===== src/rtl/cpu_pkg.sv =====
// Shared definitions for the Top8 fetch front end.
// FSM encodings and fetch-width constants.
package cpu_pkg;

    localparam int DEFAULT_ADDR_W = 64;
    localparam int INSTR_BYTES    = 4;

    typedef enum logic [2:0] {
        ST_IDLE  = 3'd0,
        ST_RUN   = 3'd1,
        ST_DRAIN = 3'd2,
        ST_HALT  = 3'd3
    } fsm_state_e;

endpackage


===== src/rtl/pc_register.sv =====
// Program counter flop with load/hold/advance mux and +4 adder.
module pc_register
    import cpu_pkg::*;
#(
    parameter int                ADDR_W   = DEFAULT_ADDR_W,
    parameter logic [ADDR_W-1:0] RESET_PC = '0
) (
    input  logic              clock,
    input  logic              reset_n,
    input  logic              load_i,
    input  logic              adv_i,
    input  logic [ADDR_W-1:0] target_i,
    output logic [ADDR_W-1:0] pc_o,
    output logic [ADDR_W-1:0] pc_plus4_o
);

    logic [ADDR_W-1:0] pc_q;
    logic [ADDR_W-1:0] pc_d;

    assign pc_plus4_o = pc_q + ADDR_W'(INSTR_BYTES);
    assign pc_o       = pc_q;

    always_comb begin
        pc_d = pc_q;
        if (load_i) begin
            pc_d = target_i;
        end else if (adv_i) begin
            pc_d = pc_plus4_o;
        end
    end

    always_ff @(posedge clock or negedge reset_n) begin
        if (!reset_n) begin
            pc_q <= RESET_PC;
        end else begin
            pc_q <= pc_d;
        end
    end

endmodule


===== src/rtl/fetch_sequencer.sv =====
// PC controller: steps fetch, applies stalls/redirects, drains the
// pipeline after the instruction budget or a halt request.
module fetch_sequencer
    import cpu_pkg::*;
#(
    parameter int                ADDR_W       = DEFAULT_ADDR_W,
    parameter logic [ADDR_W-1:0] RESET_PC     = '0,
    parameter int                MAX_INSTR    = 15,
    parameter int                DRAIN_CYCLES = 4
) (
    input  logic              clock,
    input  logic              reset_n,
    input  logic              start,
    input  logic              stall,
    input  logic              branch_taken,
    input  logic [ADDR_W-1:0] branch_target,
    input  logic              halt_req,
    output logic [ADDR_W-1:0] pc,
    output logic [ADDR_W-1:0] pc_plus4,
    output logic              fetch_en,
    output logic              if_id_write,
    output logic              flush_if_id,
    output logic [7:0]        instr_count,
    output logic              done,
    output logic [2:0]        state
);

    fsm_state_e        state_q, state_d;
    logic [7:0]        cnt_q, cnt_d, cnt_inc;
    logic [7:0]        drain_q, drain_d;
    logic              pc_load, pc_adv;
    logic [ADDR_W-1:0] tgt_aligned;

    assign tgt_aligned = branch_target & ~ADDR_W'(3);
    assign cnt_inc     = cnt_q + 8'd1;

    pc_register #(
        .ADDR_W   (ADDR_W),
        .RESET_PC (RESET_PC)
    ) u_pc (
        .clock      (clock),
        .reset_n    (reset_n),
        .load_i     (pc_load),
        .adv_i      (pc_adv),
        .target_i   (tgt_aligned),
        .pc_o       (pc),
        .pc_plus4_o (pc_plus4)
    );

    always_comb begin
        state_d     = state_q;
        cnt_d       = cnt_q;
        drain_d     = drain_q;
        pc_load     = 1'b0;
        pc_adv      = 1'b0;
        fetch_en    = 1'b0;
        if_id_write = 1'b0;
        flush_if_id = 1'b0;
        done        = 1'b0;
        case (state_q)
            ST_IDLE: begin
                if (start) state_d = ST_RUN;
            end
            ST_RUN: begin
                fetch_en    = !stall || branch_taken;
                if_id_write = !stall || branch_taken;
                flush_if_id = branch_taken;
                // A halt stops sequential advance but a redirect still lands
                if (branch_taken) begin
                    pc_load = 1'b1;
                end else if (!stall && !halt_req) begin
                    pc_adv = 1'b1;
                    cnt_d  = cnt_inc;
                end
                if (halt_req || (pc_adv && cnt_inc == 8'(MAX_INSTR))) begin
                    state_d = ST_DRAIN;
                    drain_d = 8'(DRAIN_CYCLES - 1);
                end
            end
            ST_DRAIN: begin
                if_id_write = 1'b1;
                flush_if_id = branch_taken;
                if (drain_q == 8'd0) begin
                    state_d = ST_HALT;
                end else begin
                    drain_d = drain_q - 8'd1;
                end
            end
            ST_HALT: begin
                done = 1'b1;
                if (start) begin
                    state_d = ST_RUN;
                    cnt_d   = 8'd0;
                end
            end
            default: state_d = ST_IDLE;
        endcase
    end

    always_ff @(posedge clock or negedge reset_n) begin
        if (!reset_n) begin
            state_q <= ST_IDLE;
            cnt_q   <= 8'd0;
            drain_q <= 8'd0;
        end else begin
            state_q <= state_d;
            cnt_q   <= cnt_d;
            drain_q <= drain_d;
        end
    end

    assign instr_count = cnt_q;
    assign state       = state_q;

endmodule


===== config.mk =====
export PLATFORM = sky130hd
export DESIGN_NAME = fetch_sequencer
export DESIGN_NICKNAME = d
export VERILOG_FILES = /design/src/rtl/cpu_pkg.sv /design/src/rtl/pc_register.sv /design/src/rtl/fetch_sequencer.sv
export SDC_FILE = /design/constraint.sdc
export NUM_CORES = 1
export LEC_CHECK = 0
export CAP_MARGIN = 20
export CORE_AREA = 2 2 82 162
export CTS_BUF_LIST = sky130_fd_sc_hd__clkbuf_8
export DETAILED_ROUTE_END_ITERATION = 10
export DIE_AREA = 0 0 84 164
export MAX_ROUTING_LAYER = met4
export PLACE_DENSITY = 0.88
export SYNTH_ARGS = -nofsm -noshare
export SYNTH_HDL_FRONTEND = slang
export SYNTH_HIERARCHICAL = 1
export SYNTH_SLANG_ARGS = --single-unit

===== constraint.sdc =====
create_clock -name clock -period 5.75 [get_ports clock]
set_clock_uncertainty 0.2 [all_clocks]
set_input_delay 1.725 -clock clock [delete_from_list [all_inputs] [get_ports clock]]
set_output_delay 1.725 -clock clock [all_outputs]
set_load 0.02 [all_outputs]

; ---- Word level (Yosys, flattened, before mapping)
; Index checks and enable logic that the tools add are counted.
[word_totals]
output_inout_bits = 143
inputBits = 70
word_cells = 57
ff_bits = 83
[op_classes]
addsub = 3
n_mux = 23
n_reduce_logical = 16
eq_ne = 11
[ops]
columns = cell, count
row1 = 64-bit two-way mux, 2
row2 = "64-bit by 3-bit adder with 64-bit output, second input constant", 1
row3 = 8-bit two-way mux, 5
row4 = 8-bit case mux with 2 select lines, 2
row5 = "2-bit inequality test, second input constant", 6
row6 = 1-bit two-way mux, 9
row7 = 3-bit two-way mux, 3
row8 = 3-bit case mux with 3 select lines, 1
row9 = "8-bit by 1-bit adder with 8-bit output, second input constant", 1
row10 = "8-bit by 4-bit == test with 1-bit output, second input constant", 1
row11 = 8-bit logical NOT, 1
row12 = "8-bit by 1-bit subtractor with 8-bit output, second input constant", 1
row13 = "3-bit by 2-bit == test with 1-bit output, second input constant", 2
row14 = 3-bit AND reduction, 2
row15 = 2-bit nonzero test, 3
row16 = 4-bit AND reduction, 1
row17 = 2-bit OR reduction, 2
row18 = "3-bit by 1-bit == test with 1-bit output, second input constant", 1
row19 = 3-bit logical NOT, 1
row20 = 1-bit logical AND, 2
row21 = 1-bit logical NOT, 2
row22 = 1-bit logical OR, 2
row23 = "2-bit by 1-bit inequality test with 1-bit output, second input constant", 1
row24 = 1-bit case mux with 2 select lines, 1

; ---- Logic depth before layout (Yosys ltp)
; Gate-level depths: netlist of run 1.
[logic_depth]
depth_word = 9
depth_mapped = 11
ltp_nobuf = 9

; ---- By module
; Netlist of run 1, hierarchy kept.
[by_module_without_submodules]
columns = mod, cells_each, n_inst, area_each_um2, seq_area_each_um2
row1 = pc_register, 631, 1, 4979.8, 1601.5
row2 = fetch_sequencer, 137, 1, 1248.7, 450.4

; ---- Least setup slack after synthesis of run 1
; OpenSTA, ideal clock, no wires.
[synth_path]
path_kind = register -> output
from = register u_pc.pc_q[2] (netlist: u_pc/pc_o[2])
to = output port pc_plus4[56]
path_slack_ns = 1.356
t_arrival_ns = 2.469
n_path_buf = 1
stages_incl_launch_ff = 8
t_required_ns = 3.825
path_cell_list = dfrtp_1 ha_1 nand3_2 nor4_1 nand3_1 clkbuf_1 nor3_1 xor2_1
[synth_via]
elab_chain_cells = 1
[synth_lines]
columns = item, line_no
row1 = from (decl), pc_register.sv:17  ; logic [ADDR_W-1:0] pc_q;
row2 = from (signal assigned), pc_register.sv:36  ; pc_q <= pc_d;
row3 = 64-bit by 3-bit adder with 64-bit output, pc_register.sv:20  ; assign pc_plus4_o = pc_q + ADDR_W'(INSTR_BYTES);
row4 = to (decl), fetch_sequencer.sv:19  ; output logic [ADDR_W-1:0] pc_plus4,
; No other way between the ends.

; ---- Worst setup path after layout of run 1
[layout_path]
from = register u_pc.pc_q[4] (netlist: u_pc/pc_o[4])
to = output port pc_plus4[49]
; The elaborated chain is that of the path after synthesis.

==> results by group, run 1 <==
Outcome
  – Status: completed

Placement
  – Placed insts: 1090
  – Placed Area: 0.008422 mm^2
  – HPWL after DPL: 17050 um
  – Final Wtd Congestion: 1.004
  – IO buf count: 209
  – Place WS: approximately 0.46 ns

Floorplanning
  – Die height: 164 um
  – Initial Util: 0.4961
  – Die Area: around 0.014 mm^2
  – Die span in x: 84 um
  – Core region area: about 0.013 mm^2
  – I/O pin cnt: approximately 210
  – FP Rows: 58

GRT
  – Vias in the first global route: just under 7000
  – GRT Total Usage: 0.3267
  – Global-route wire length before repair: 34560 um
  – Initial antenna violation count: 0
  – Overflow after GRT: 0
  – Largest net degree at the start of global routing: 47

Synthesis
  – Netlist cell types: 65
  – Main synth FF type: dfrtp_1
  – Ys Warns: 6
  – Post-synth EDFFs: 0
  – Register bit count reported by yosys: 82
  – Most frequent cell after synthesis: nand2_1
  – Post-synthesis sequential area ratio: 0.3294
  – Yosys top cell area share: 0.3294
  – Area leader, netlist: dfrtp_1
  – Avg Inst Size Synth: 8.110 um^2
  – Post-synth design cell area: 0.006228 mm^2
  – Most instantiated cells after synthesis: nand2_1, dfrtp_1, xor2_1
  – Post-synth ARST share: 1.000
  – Top cells by area, synth: dfrtp_1, xor2_1, nand4_1
  – Cells after synthesis: about 770

STA
  – Worst slew margin: 0.5171
  – Final setup viols: 0
  – Period utilization: 0.9251
  – Final Max Tran Viols: 0
  – Slew at the pin with the worst max-slew slack: 0.7177 ns
  – Final TNS setup: 0 ns
  – Tmin final: 5.320 ns
  – F_max: 188.0 MHz
  – Final WS setup: 0.4304 ns
  – Final Hold Viols: 0
  – Hold Slack: about 0.35 ns
  – Unrepaired setup endpoints after global routing: false

Job
  – # Max-Cap Violations: 0

Cells and area
  – Finished Core Util: 0.6865
  – Area grow syn2layout: 38.37%
  – Final Cell Area: 0.008618 mm^2
  – Nets: slightly above 1000
  – Share of cells above drive strength 1: 0.06806
  – Post-Layout Cell Count: 1106

Setup path
  – WP data arrival: between 3 and 4 ns
  – CP Data Required Time: 3.83 ns
  – Endpoint class of the critical path: output pin
  – Critical path class: reg -> out
  – Worst-path fanout max: 8
  – Crit path max-delay cell type: nor4_4
  – Crit-path cells: nand4_2 > nor4_4 > nand4_1 > nor4_1 > xor2_1 > clkdlybuf4s50_1
  – Critical path launch point type: flip-flop
  – Slowest Stage Delay on Critical Path: 0.67 ns

Pwr
  – Clock network power share: 0.104
  – LEAKAGE: 3.176 nW
  – Combinational share of power: 0.578
  – Power, Total: 4.191 mW
  – P_int: 2.164 mW
  – Sw frac: 0.4835
  – Power Density: 486.3 mW/mm^2
  – NetSw: between 2 and 2.5 mW
  – Worst vdd ir: ~360 uV
  – Seq pwr share: 0.318

Drt
  – Antenna Violating Nets Remaining: 0
  – Routed WL per cell: ~20 um
  – First-pass DRT Iterations: 5
  – Avg Vias per Cell: 6.157
  – First-iteration detailed-routing DRC count: 587
  – DRC errors left: 0
  – Routed wire length: about 23000 um
  – Vias: 6810

Clock network
  – Sink Count: 82
  – Clock-pin transition on the worst setup and hold timing paths: 0.09 ns
  – Post_cts resized: 0
  – H-tree levels: 3
  – Cts bufs inserted: 9
  – CTS max path bufs: 2
  – Hold buffers post-CTS: 0
  – Clk root buf: clkbuf_8
  – Clock latency on the worst-skew pair: 0.36 ns
  – CTS tree: yes
  – Setup bufs post-CTS: 0

Min path
  – Worst Hold Class: reg -> reg
[critical path, delay by kind of cell (launching register included)]
family	cells	cell delay [ns]
buf+inv	1	0.62
simple gates	4	1.70
xor+xnor	1	0.18
flops	1	0.53
[power by group through the flow]
stage               logic (mW)  registers [mW]  clock network, mW
CTS                       2.42            1.32              0.440
floorplan                 1.27            1.31                  0
detailed placement        2.41            1.33                  0
global placement          2.37            1.32                  0
finish                    2.42            1.33              0.436
global route              2.57            1.38              0.457
[worst paths after layout]
check / start / endpoint / slack, ns / cells after the start
setup / recovery: u_pc/pc_o[4] / pc_plus4[49] / 0.43 / 6
hold / removal: u_pc/pc_o[1] / u_pc/pc_o[1] / 0.35 / 1
setup reg to reg: state[1] / u_pc/pc_o[51] / 2.56 / 11
hold reg to reg: u_pc/pc_o[1] / u_pc/pc_o[1] / 0.35 / 1
max in group asynchronous: reset_n / u_pc/pc_o[51] / 3.20 / 2
min in group asynchronous: reset_n / instr_count[4] / 1.17 / 1
[cell usage in the layout, fill, tap and decap left out, types with 2 or more instances in the layout]
master | Yosys | layout
a211oi_1 | 2 | 2
a211oi_2 | 2 | 2
a21oi_1 | 3 | 3
a221o_1 | 7 | 7
a22oi_1 | 6 | 6
a31oi_1 | 9 | 9
and2_1 | 3 | 3
and3_1 | 11 | 11
and3_2 | 2 | 2
and4_1 | 4 | 4
buf_4 | 3 | 21
clkbuf_8 | 0 | 10
clkdlybuf4s50_1 | 0 | 208
clkinvlp_4 | 0 | 3
conb_1 | 1 | 3
dfrtp_1 | 82 | 82
ha_1 | 9 | 9
inv_1 | 17 | 18
mux2_2 | 2 | 2
mux2i_1 | 4 | 4
nand2_1 | 90 | 90
nand2b_1 | 3 | 3
nand3_1 | 27 | 27
nand4_1 | 61 | 61
nor2_1 | 56 | 55
nor2b_1 | 8 | 8
nor3_1 | 32 | 31
nor3_2 | 1 | 2
nor4_1 | 29 | 27
nor4_2 | 1 | 3
o21ai_0 | 60 | 60
o21ai_1 | 3 | 3
o21ai_2 | 2 | 2
o31ai_1 | 6 | 6
or2_2 | 3 | 3
or3_1 | 17 | 17
or4_1 | 12 | 12
or4b_1 | 3 | 3
xnor2_1 | 39 | 39
xor2_1 | 68 | 68
[layer usage]
metal  share of wire  track usage
met3           0.055      0.04422
met2            0.55       0.6044
met5               0            -
met4           0.062       0.2053
met1            0.34       0.3153
[cell type report]
type	instances	area (um^2)
Antenna cell	1	2.502
Clock buffer	10	137.6
Clock inverter	5	56.30
Fill cell	1053	3936
Inverter	18	67.56
Multi-Input combinational cell	611	3875
Sequential cell	82	2052
Tap cell	150	187.7
Timing Repair Buffer	229	2240
[cell families (layout without fill, tap and decap cells)]
family | after synthesis | in the layout | share of synthesized area
and+or+nand+nor | 374 | 374 | 0.3220
AOI/OAI and AO/OA | 112 | 112 | 0.1157
xor gates and xnor gates | 107 | 107 | 0.1505
DFF | 82 | 82 | 0.3294
buffers and inverters | 77 | 262 | 0.05363
adders and majority gates | 9 | 9 | 0.01808
muxes | 6 | 6 | 0.01004
other | 1 | 4 | 0.0006021
[flip-flops by register name, summed over array words and instances, names as in the netlist]
register / cells
instr_count: 8
drain_q: 8
u_pc/pc_o: 64
state: 2
Power figures use the tool's default switching activity.
==> run 2, diff against run 1 <==
Settings changed: RECOVER_POWER set to 25.
==> results by group, run 2 (same netlist as run 1, synthesis figures left out) <==
Placement
  – HPWL after DPL: 17050 um (unchanged)
  – Place WS: 0.4583 ns (unchanged)
  – Final Wtd Congestion: 1.004 (unchanged)
  – IO buf count: 209 (unchanged)

GRT
  – Overflow after GRT: 0 (unchanged)
  – Largest net degree at the start of global routing: 47 (unchanged)
  – Global-route wire length before repair: 34560 um (unchanged)
  – Vias in the first global route: 6748 (unchanged)
  – GRT Total Usage: 0.3267 (unchanged)
  – Initial antenna violation count: 0 (unchanged)

STA
  – Slew at the pin with the worst max-slew slack: 2.663 ns (+1.946 ns)
  – Final Hold Viols: 0 (unchanged)
  – Tmin final: 5.317 ns (-0.002541 ns)
  – Worst slew margin: -0.7756 (-1.293)
  – Final TNS setup: 0 ns (unchanged)
  – Final setup viols: 0 (unchanged)
  – Final Max Tran Viols: 47 (+47)
  – Period utilization: 0.9247 (about the same)
  – Unrepaired setup endpoints after global routing: false
  – Hold Slack: 0.3464 ns (-0.0001760 ns)
  – Final WS setup: 0.4330 ns (+0.002541 ns)
  – F_max: 188.1 MHz (about the same)

Clock network
  – Sink Count: 82 (unchanged)
  – CTS max path bufs: 2 (unchanged)
  – Post_cts resized: 0 (unchanged)
  – H-tree levels: 3 (unchanged)
  – Cts bufs inserted: 9 (unchanged)
  – Setup bufs post-CTS: 0 (unchanged)
  – Clk root buf: clkbuf_8
  – Hold buffers post-CTS: 0 (unchanged)
  – Clock-pin transition on the worst setup and hold timing paths: 0.09 ns (about the same)
  – Clock latency on the worst-skew pair: 0.37 ns (about the same)
  – CTS tree: yes

Setup path
  – Critical path class: reg -> out
  – Critical path launch point type: flip-flop
  – CP Data Required Time: 3.83 ns (about the same)
  – Endpoint class of the critical path: output pin
  – R2R depth: 11 (unchanged)
  – Critical path startpoint: u_pc/pc_o[2]
  – Reg2reg end: u_pc/pc_o[51]
  – CP Capture Point: pc_plus4[58]
  – WP data arrival: 3.39 ns (about the same)
  – R2r setup slk: 2.54 ns (-0.02 ns)
  – Reg2reg start: state[1]
  – Worst-path fanout max: 13 (+5)

Cells and area
  – Fill cells: 1054 (+0.095%)
  – Most frequent standard cell in the layout excluding fill and tap cells: clkdlybuf4s50_1
  – Most frequent cells in the layout: clkdlybuf4s50_1, nand2_1, dfrtp_1
  – Max reg flops: 64 (unchanged)
  – Nets: 1030 (unchanged)
  – Share of cells above drive strength 1: 0.06702 (-0.001047)
  – Area grow syn2layout: 38.27% (about the same)

Drt
  – Routed wire length: 22540 um (about the same)
  – Vias: 6843 (+0.48%)
  – First-pass DRT Iterations: 5 (unchanged)
  – First-iteration detailed-routing DRC count: 466 (-21%)
  – Routed WL per cell: 20.38 um (about the same)
  – Antenna Violating Nets Remaining: 0 (unchanged)
  – DRC errors left: 0 (unchanged)
  – Avg Vias per Cell: 6.187 (+0.48%)

Floorplanning
  – Die Area: 0.01378 mm^2 (unchanged)
  – Die height: 164 um (unchanged)
  – Initial Util: 0.4961 (unchanged)
  – FP Rows: 58 (unchanged)
  – Die span in x: 84 um (unchanged)
  – Core region area: 0.01255 mm^2 (unchanged)
  – I/O pin cnt: 213 (unchanged)

Min path
  – Worst Hold Class: reg -> reg

Outcome
  – Status: finished with violations
  – Failing checks: capacitance limit, slew limit

Pwr
  – Worst vdd ir: 365.4 uV (+0.28%)
  – Power, Total: 4.193 mW (about the same)
  – Power Density: 486.9 mW/mm^2 (+0.12%)
  – LEAKAGE: 3.172 nW (-0.13%)

Job
  – # Max-Cap Violations: 1 (+1)
==> run 2: cell count changes in the layout (fill, tap and decap cells not counted), sizes merged <==
cell,delta
buf,-2
clkbuf,+2
==> run 2: power breakdown <==
part	internal (mW)	switching, mW
Combinational	1.15	1.28
Sequential	0.808	0.525
Clock	0.209	0.228
Total	2.16	2.03
==> run 2: layer usage <==
layer	GRT usage	wire (um)	up-vias
met4	0.2053	1419	0
met3	0.04422	1163	114
met5	-	0	-
met1	0.3153	7575	3270
li1	-	-	3126
met2	0.6044	12380	333
==> run 2: stage by stage <==
stage / utilization / std cells / area (um^2)
2_1_floorplan: - / 770 / 6236
3_3_place_gp: 0.6708 / 1090 / 8422
3_5_place_dp: 0.6708 / 1090 / 8422
4_1_cts: 0.6863 / 1105 / 8616
5_1_grt: 0.6858 / 1105 / 8610
6_report: 0.6860 / 1106 / 8612
==> run 2: layout make-up <==
class,instances,area [um^2],share of cell area
Antenna cell,1,2.502,0.0002906
Clock buffer,10,137.6,0.01598
Clock inverter,5,56.30,0.006538
Inverter,18,67.56,0.007845
Multi-Input combinational cell,611,3875,0.4499
Sequential cell,82,2052,0.2383
Tap cell,150,187.7,0.02179
Timing Repair Buffer,229,2233,0.2593
==> run 2: worst min path at each step <==
stage                         endpoint  cells after the start  slack [ns]    startpoint
final                     u_pc/pc_o[1]                      1        0.35  u_pc/pc_o[1]
after global routing      u_pc/pc_o[0]                      1        0.37  u_pc/pc_o[0]
after CTS                   drain_q[2]                      1        0.34    drain_q[2]
after detailed placement  u_pc/pc_o[1]                      1        0.33  u_pc/pc_o[1]
after global placement    u_pc/pc_o[1]                      1        0.32  u_pc/pc_o[1]
after floorplan             drain_q[2]                      1        0.29    drain_q[2]
==> run 2: worst max-delay path, stage by stage (launching register included) <==
cell,delay (ns)
dfrtp_1,0.51
ha_1,0.28
nand3_2,0.23
nor4_2,0.31
buf_4,0.23
nand3_1,0.08
buf_4,0.21
nor4_1,0.33
xor2_1,0.20
clkdlybuf4s50_1,0.63
==> run 3, diff against run 2 <==
Settings changed: CORE_AREA 2 2 82 162 to 3 3 83 163, DIE_AREA 0 0 84 164 to 0 0 86 166.
==> results by group, run 3 (same netlist as run 1, synthesis figures left out) <==
Clock network
  – H-tree levels: 3 (unchanged)
  – Clock-pin transition on the worst setup and hold timing paths: 0.09 ns (about the same)
  – Sink Count: 82 (unchanged)
  – Setup bufs post-CTS: 0 (unchanged)
  – CTS tree: yes
  – CTS max path bufs: 2 (unchanged)
  – Clock latency on the worst-skew pair: 0.36 ns (about the same)
  – Cts bufs inserted: 9 (unchanged)
  – Hold buffers post-CTS: 0 (unchanged)
  – Post_cts resized: 0 (unchanged)
  – Clk root buf: clkbuf_8

Pwr
  – LEAKAGE: 3.162 nW (-0.30%)
  – Combinational share of power: 0.575 (-0.003)
  – P_int: 2.193 mW (+1.4%)
  – Power, Total: 4.222 mW (+0.69%)
  – NetSw: 2.029 mW (about the same)
  – Clock network power share: 0.111 (+0.007)
  – Power Density: 491.3 mW/mm^2 (+0.92%)
  – Sw frac: 0.4805 (-0.003407)
  – Seq pwr share: 0.314 (-0.004)
  – Worst vdd ir: 383.4 uV (+4.9%)

Cells and area
  – Post-Layout Cell Count: 1099 (-0.63%)
  – Share of cells above drive strength 1: 0.06309 (-0.003924)
  – Finished Core Util: 0.6964 (+0.01041)
  – Most frequent standard cell in the layout excluding fill and tap cells: clkdlybuf4s50_1
  – Max reg flops: 64 (unchanged)
  – Multi-input combinational cell area: 0.003875 mm^2 (unchanged)
  – FF/Latch Area: 0.002052 mm^2 (unchanged)
  – Area grow syn2layout: 37.95%
  – Nets: 1026 (-0.39%)
  – Most frequent cells in the layout: clkdlybuf4s50_1, nand2_1, dfrtp_1
  – Fill cells: 1025 (-2.8%)

Job
  – # Max-Cap Violations: 1 (unchanged)

Setup path
  – WP data arrival: 3.50 ns (+0.11 ns)
  – Number of stages on the worst setup path: 6 (-3)
  – CP Data Required Time: 3.83 ns (about the same)
  – CP Capture Point: pc_plus4[58]
  – Worst-path fanout max: 8 (-5)
  – R2r setup slk: 2.52 ns (-0.02 ns)
  – Crit-path cells: nand4_1 > or3_1 > or3_1 > nor4_1 > xor2_1 > clkdlybuf4s50_1
  – Slowest Stage Delay on Critical Path: 0.62 ns (about the same)
  – Crit path max-delay cell type: clkdlybuf4s50_1
  – Critical path class: reg -> out
  – Endpoint class of the critical path: output pin
  – Critical path launch point type: flip-flop
  – R2R depth: 10 (-1)
  – Reg2reg end: u_pc/pc_o[53]
  – WP buf/inv: 1 (-2)
  – Reg2reg start: state[1]
  – Critical path startpoint: u_pc/pc_o[35]
  – CP dominant cell by count: or3_1
  – Largest delay share family, worst path: simple AND/OR/NAND/NOR gates

STA
  – F_max: 184.4 MHz (-1.9%)
  – Final setup viols: 0 (unchanged)
  – Period utilization: 0.9430 (+0.01828)
  – Final Hold Viols: 0 (unchanged)
  – Unrepaired setup endpoints after global routing: false
  – Tmin final: 5.422 ns (+0.1051 ns)
  – Final Max Tran Viols: 44 (-6.4%)
  – Slew at the pin with the worst max-slew slack: 2.471 ns (-0.1919 ns)
  – Final TNS setup: 0 ns (unchanged)
  – Worst slew margin: -0.6477 (+0.1279)
  – Final WS setup: 0.3279 ns (-0.1051 ns)

Outcome
  – Status: finished with violations
  – Failing checks: capacitance limit, slew limit

Drt
  – DRC errors left: 0 (unchanged)
  – Routed wire length: 22460 um (-0.36%)
  – Avg Vias per Cell: 6.103 (-1.4%)
  – First-iteration detailed-routing DRC count: 406 (-13%)
  – Vias: 6707 (-2.0%)
  – Antenna Violating Nets Remaining: 0 (unchanged)
  – Routed WL per cell: 20.44 um (+0.27%)
  – First-pass DRT Iterations: 7 (+2)

Placement
  – HPWL after DPL: 17160 um (+0.65%)
  – IO buf count: 209 (unchanged)
  – Final Wtd Congestion: 0.9495 (-5.4%)
  – Place WS: 0.4373 ns (-0.02097 ns)
  – Placed insts: 1083 (-0.64%)

GRT
  – Grt met2 use: 0.5778 (-0.02655)
  – Overflow after GRT: 0 (unchanged)
  – Initial antenna violation count: 1 (+1)
  – Vias in the first global route: 6711 (-0.55%)
  – GR peak layer: met2
  – Global-route wire length before repair: 34980 um (+1.2%)
  – Grt met1 use: 0.3092 (-0.006069)
  – Largest net degree at the start of global routing: 118 (+150%)
  – GRT Total Usage: 0.3202 (-0.006527)
  – Met3 Usage GRT: 0.05114 (+0.006921)

Floorplanning
  – Die Area: 0.01428 mm^2 (+3.6%)
  – Initial Util: 0.5048 (+0.008704)
  – I/O pin cnt: 213 (unchanged)
  – FP Rows: 57 (-1.7%)
  – Die span in x: 86 um (+2.4%)
  – Die height: 166 um (+1.2%)
  – Core region area: 0.01234 mm^2 (-1.7%)

Min path
  – Worst Hold Depth: 1 (unchanged)
  – Worst Hold Class: reg -> reg
[run 3: changes by cell type in the layout (fill, tap and decap cells not counted), sizes merged]
cell,change
clkinvlp,-1
bufinv,+1
clkbuf,-1
clkinv,+1
buf,-4
[run 3: stage by stage]
stage	instance area (um^2)	hold slack [ns]
2_1_floorplan	6236	0.2872
3_3_place_gp	8388	0.3197
3_5_place_dp	8388	0.3344
4_1_cts	8596	0.3552
5_1_grt	8592	0.3830
6_report	8592	0.3537
[run 3: worst min path at each step]
stage / start / endpoint / slack (ns)
2_1_floorplan: drain_q[2] / drain_q[2] / 0.29
3_3_place_gp: u_pc/pc_o[0] / u_pc/pc_o[0] / 0.32
3_5_place_dp: u_pc/pc_o[0] / u_pc/pc_o[0] / 0.33
4_1_cts: u_pc/pc_o[0] / u_pc/pc_o[0] / 0.36
5_1_grt: u_pc/pc_o[0] / u_pc/pc_o[0] / 0.38
6_report: u_pc/pc_o[0] / u_pc/pc_o[0] / 0.35
[run 3: cell type report]
cell class              instances  area share
clock buffers                   9     0.01442
diodes                          1   0.0002912
flip-flops and latches         82      0.2388
inverters                      18    0.007864
well taps                     147     0.02141
clock inverters                 6    0.009757
repair buffers                225      0.2564
multi-input cells             611      0.4510
[run 3: routing by layer]
metal	part of all wire	vias to the layer above
met3	0.057	100
li1	-	3134
met4	0.064	0
met2	0.55	320
met5	0	-
met1	0.33	3153
[run 3: power groups by stage]
| stage | clock (mW) | combinational (mW) | sequential [mW] |
|---|---|---|---|
| finish | 0.470 | 2.43 | 1.32 |
| global route | 0.501 | 2.58 | 1.38 |
| CTS | 0.475 | 2.44 | 1.32 |
| detailed placement | 0 | 2.43 | 1.32 |
| global placement | 0 | 2.38 | 1.31 |
| floorplan | 0 | 1.27 | 1.31 |
